## src/rtl/cpu_ctrl.sv

```systemverilog
// cpu_ctrl: multicycle FETCH/DECODE/EXEC/MEM/WB sequencer for the 8-bit CPU core.
// Define CTRL_TIMEOUT_EN to add the ack watchdog that drops a stalled request and sets err.
module cpu_ctrl #(
    parameter int TIMEOUT_CYCLES = 15
) (
    input  logic        clk,
    input  logic        rst_n,
    input  logic        run,
    output logic        ifetch_req,
    output logic [7:0]  ifetch_addr,
    input  logic        ifetch_ack,
    input  logic [15:0] instr,
    output logic [2:0]  alufn,
    output logic        alu_bsel,
    output logic [7:0]  imm,
    output logic [2:0]  rf_raddr_a,
    output logic [2:0]  rf_raddr_b,
    output logic [2:0]  rf_waddr,
    output logic        rf_we,
    output logic        rf_wsel,
    input  logic [7:0]  aluout,
    input  logic        br,
    output logic        dmem_req,
    output logic        dmem_we,
    output logic [7:0]  dmem_addr,
    input  logic        dmem_ack,
    output logic [7:0]  pc,
    output logic        err
);
    typedef enum logic [2:0] {FETCH, DECODE, EXEC, MEM, WB} state_t;
    state_t      state;
    logic [2:0]  op;
    logic [2:0]  dst;
    logic        pend;
    logic        tmo;
    // pend keeps the fetch request alive once issued, so a late drop of run cannot abandon it
    assign ifetch_req  = (state == FETCH) && (run || pend);
    assign ifetch_addr = pc;
`ifdef CTRL_TIMEOUT_EN
    localparam int CW = $clog2(TIMEOUT_CYCLES + 1);
    logic [CW-1:0] cnt;
    logic          waiting;
    assign waiting = (ifetch_req && !ifetch_ack) || (dmem_req && !dmem_ack);
    assign tmo     = waiting && (cnt == CW'(TIMEOUT_CYCLES - 1));
    always_ff @(posedge clk or negedge rst_n) begin
        if (!rst_n) begin
            cnt <= '0;
            err <= 1'b0;
        end else begin
            cnt <= (!waiting || tmo) ? '0 : cnt + 1'b1;
            err <= err | tmo;
        end
    end
`else
    logic unused_tmo;
    assign unused_tmo = (TIMEOUT_CYCLES != 0);
    assign tmo = 1'b0;
    assign err = 1'b0;
`endif
    always_ff @(posedge clk or negedge rst_n) begin
        if (!rst_n) begin
            state      <= FETCH;
            pc         <= 8'h00;
            pend       <= 1'b0;
            op         <= 3'd0;
            dst        <= 3'd0;
            alufn      <= 3'd0;
            alu_bsel   <= 1'b0;
            imm        <= 8'h00;
            rf_raddr_a <= 3'd0;
            rf_raddr_b <= 3'd0;
            rf_waddr   <= 3'd0;
            rf_we      <= 1'b0;
            rf_wsel    <= 1'b0;
            dmem_req   <= 1'b0;
            dmem_we    <= 1'b0;
            dmem_addr  <= 8'h00;
        end else begin
            rf_we <= 1'b0;
            if (tmo) begin
                pend     <= 1'b0;
                dmem_req <= 1'b0;
                dmem_we  <= 1'b0;
                pc       <= pc + 8'd1;
                state    <= FETCH;
            end else begin
                case (state)
                    FETCH: begin
                        pend <= ifetch_req && !ifetch_ack;
                        if (ifetch_req && ifetch_ack) begin
                            op         <= instr[15:13];
                            dst        <= instr[12:10];
                            imm        <= {instr[6], instr[6:0]};
                            rf_raddr_a <= instr[9:7];
                            rf_raddr_b <= instr[15] ? instr[12:10] : instr[6:4];
                            state      <= DECODE;
                        end
                    end
                    DECODE: begin
                        alufn    <= op;
                        alu_bsel <= (op == 3'd4) || (op == 3'd5) || (op == 3'd6);
                        state    <= EXEC;
                    end
                    EXEC: begin
                        dmem_addr <= aluout;
                        if (op == 3'd7) begin
                            pc    <= pc + 8'd1 + (br ? imm : 8'd0);
                            state <= FETCH;
                        end else if (op == 3'd5 || op == 3'd6) begin
                            dmem_req <= 1'b1;
                            dmem_we  <= (op == 3'd6);
                            state    <= MEM;
                        end else begin
                            rf_we    <= (dst != 3'd0);
                            rf_waddr <= dst;
                            rf_wsel  <= 1'b0;
                            state    <= WB;
                        end
                    end
                    MEM: begin
                        if (dmem_ack) begin
                            dmem_req <= 1'b0;
                            dmem_we  <= 1'b0;
                            if (op == 3'd6) begin
                                pc    <= pc + 8'd1;
                                state <= FETCH;
                            end else begin
                                rf_we    <= (dst != 3'd0);
                                rf_waddr <= dst;
                                rf_wsel  <= 1'b1;
                                state    <= WB;
                            end
                        end
                    end
                    WB: begin
                        pc    <= pc + 8'd1;
                        state <= FETCH;
                    end
                    default: state <= FETCH;
                endcase
            end
        end
    end
endmodule

```

## config.mk

```make
export PLATFORM = sky130hd
export DESIGN_NAME = cpu_ctrl
export DESIGN_NICKNAME = d
export VERILOG_FILES = /design/src/rtl/cpu_ctrl.sv
export SDC_FILE = /design/constraint.sdc
export NUM_CORES = 1
export LEC_CHECK = 0
export ABC_AREA = 1
export BUFFER_PORTS_ARGS = -buffer_cell sky130_fd_sc_hd__buf_2
export CAP_MARGIN = 15
export CORE_MARGIN = 2
export CORE_UTILIZATION = 55
export DETAILED_ROUTE_END_ITERATION = 8
export PLACE_DENSITY = 0.85
export SLEW_MARGIN = 20
export SYNTH_ARGS = -nofsm -noshare
export SYNTH_HDL_FRONTEND = slang
export SYNTH_SLANG_ARGS = --single-unit
```

## constraint.sdc

```tcl
create_clock -name clk -period 4.14 [get_ports clk]
set_input_delay 0.828 -clock clk [delete_from_list [all_inputs] [get_ports clk]]
set_output_delay 0.828 -clock clk [all_outputs]
set_load 0.1 [all_outputs]
```

==> results.tsv <==
metric	value	unit
status	complete, no violations	
Initial Util	57.0	%
hold buffer count at cts	0	
Avg WL per Cell	12.0	um
clock sink count	50	
end point of the critical path	ifetch_addr[7]	
CTS root buffer	clkbuf_8	
vias in the first global route	2185	
pin count of the biggest net entering global routing	51	
H-tree depth	2	
critical path capture point type	flop	
DRC	0	
area growth from synthesis to layout	17.6	%
Crit path max-delay family	simple AND/OR/NAND/NOR gates	
# fillers	392	
drt via density	5.06	
GPL Wtd Cong	0.824	
r2r setup slk	1.75	ns
adder-cell share of the synthesized area	4.49	%
area leader, netlist	dfrtp_1	
Worst Tran Pin Value	0.702	ns
setup violators final	0	
# rows	25	
Post-DP HPWL	4.23	mm
minimum clock period	2.39	ns
part of the Yosys area used for sequential elements	46.8	%
reg2reg end	ifetch_addr[7]	
Global Route Usage Sum	21.8	%
post-synth top area share	46.8	%
post-synth cell types	36	
CP cell instances	inv_1 -> nor2_1 -> nand4_1 -> and2_1 -> ha_1 -> nand2_1 -> inv_1 -> a21oi_1 -> nand3_1 -> nand3_1 -> nand2_1 -> nand3_1 -> nand2_1	
launch point of the worst hold path	dmem_addr[0]	
TritonCTS clock tree	built	
Critical Path RT	4.34	ns
Post-Synth XOR/XNOR Area	1.31	%
layout cells sized above 1	25.9	%
final period utilization	57.7	%
Synth area leaders	dfrtp_1, nand2_1, inv_1, ha_1, o21ai_0	
Core ar.	4690	um^2
max-cap violations	0	
DR pass1 iterations	4	
total CTS buffers	5	
R2R depth	13	
number of flops mapped to enable cells by yosys	0	
post-CTS sizing	0	
largest family of logic cells by synthesized area	simple AND/OR/NAND/NOR gates	
Main synth FF type	dfrtp_1	
io pins	81	
Pins Over Slew Limit	0	
Clk pin slew, worst setup/hold paths	0.10	ns
Setup TNS	0	ns
RSZ-0062 raised after global routing	no	
CP max-delay cell	dfrtp_1	
clock latency on the worst-skew pair	0.30	ns
top-count cell post-synth	nand2_1	
Antenna Cells	0	
initial antenna violation count	0	
Crit Path Max Fanout	5	
Slew headroom	53.1	%
Die ar.	5440	um^2
synth cell count leaders	nand2_1, dfrtp_1, inv_1	
Buf+Inv Stages, Crit Path	2	
Syn Std Cell Area	2670	um^2
layout net count	448	
Detail Route Antenna Nets	0	
syn nets	378	
Simple-Gate Fraction of Synth Area	27.9	%
hold slack	0.474	ns
# port buffers	79	
CTS max path bufs	2	
Levels on crit path	13	
Final Hold Fails	0	
slowest stage delay, CP	0.42	ns
GRT overflow	0	
Post-synth ARST share	100	%
Post-CTS Setup Inserts	0	
Setup CP Type	flop to flop	
Hold Path Class	flop to flop	
Mean Syn Cell Area	7.89	um^2
Iteration-0 DRC Markers	117	
synthesized flop and latch total	50	
CP Launch Type	flop	
aggregate routed wire length	5.57	mm
DR vias	2349	
Achievable Freq	0.419	GHz
width of the die	73.7	um
Reg-to-Reg Start	ifetch_addr[0]	
Die Y	73.7	um
Synth Area in Compound Gates	8.84	%
mux cell area share after synthesis	1.26	%
crit path launch	ifetch_addr[0]	
cells after synthesis	339	
first-pass GRT wire length	9.25	mm
Synth Warn #	0	
CP arrival	2.59	ns
clk_skew	0.00823	ns
-- per-layer routing --
metal	track usage (%)	vias up	part of all wire, %
met5	0	-	0
met4	6.26	0	0.95
met3	4.94	6	4.7
met2	37.2	71	50
met1	27.6	1078	44
li1	-	1194	-
-- registers in the layout (all words and copies together) (netlist names) --
register	flops
dmem_req	1
dst	3
imm	7
rf_waddr	3
alufn	3
dmem_addr	8
state	3
rf_wsel	1
op	3
dmem_we	1
rf_we	1
pend	1
rf_raddr_b	3
rf_raddr_a	3
ifetch_addr	8
alu_bsel	1
-- worst min-delay path, stage by stage, from the launching register on --
cell     delay (ns)
dfrtp_1        0.35
nand2_1        0.05
nand2_1        0.05
-- cell type report --
type / instances / area (um^2) / share of cell area (%)
clock inverter: 3 / 48.8 / 1.55
tap: 54 / 67.6 / 2.15
sequential: 50 / 1250 / 39.8
multi-input combinational: 237 / 1170 / 37.4
clock buffer: 5 / 68.8 / 2.19
inverter: 36 / 135 / 4.30
timing repair buffer: 79 / 398 / 12.7
-- placed cells by master, fill, tap and decap left out, drive strengths merged --
master and instances:
nand2 137, nand3b 1, nor2 19, clkbuf 5, nor3 1, inv 37
o31ai 1, a31oi 1, xor2 4, conb 1, fa 1, o211ai 1
and2 2, o21a 1, clkinvlp 1, nand3 17, o21ai 22, mux2 3
buf 79, dfrtp 50, nand4 2, ha 8, or2 2, o311a 1
o21bai 1, bufinv 1, a21oi 11
-- stage by stage --
stage               utilization, %  worst slack, ns  std cells  area [um^2]
finish                        67.0             1.75        464         3140
global route                  67.0             1.51        464         3140
CTS                           67.0             1.76        464         3140
detailed placement            64.5             1.58        456         3020
global placement              64.5             1.66        456         3020
floorplan                        -             1.24        339         2670
-- cells by family after synthesis --
logic type | after synthesis
flops | 50
xor+xnor | 4
buf+inv | 52
mux | 3
other cells | 1
compound gates | 39
fa+ha+maj | 9
simple gates | 181
-- worst min-delay path by stage --
stage / endpoint / slack (ns) / cells after the start
detailed placement: dmem_addr[0] / 0.45 / 2
global route: dmem_addr[3] / 0.49 / 2
finish: dmem_addr[0] / 0.47 / 2
floorplan: pend / 0.45 / 2
CTS: dmem_addr[0] / 0.48 / 2
global placement: dmem_addr[5] / 0.45 / 2
Power is not shown: default switching activity piles up to over one toggle a cycle in this logic, so the estimate is an artifact.
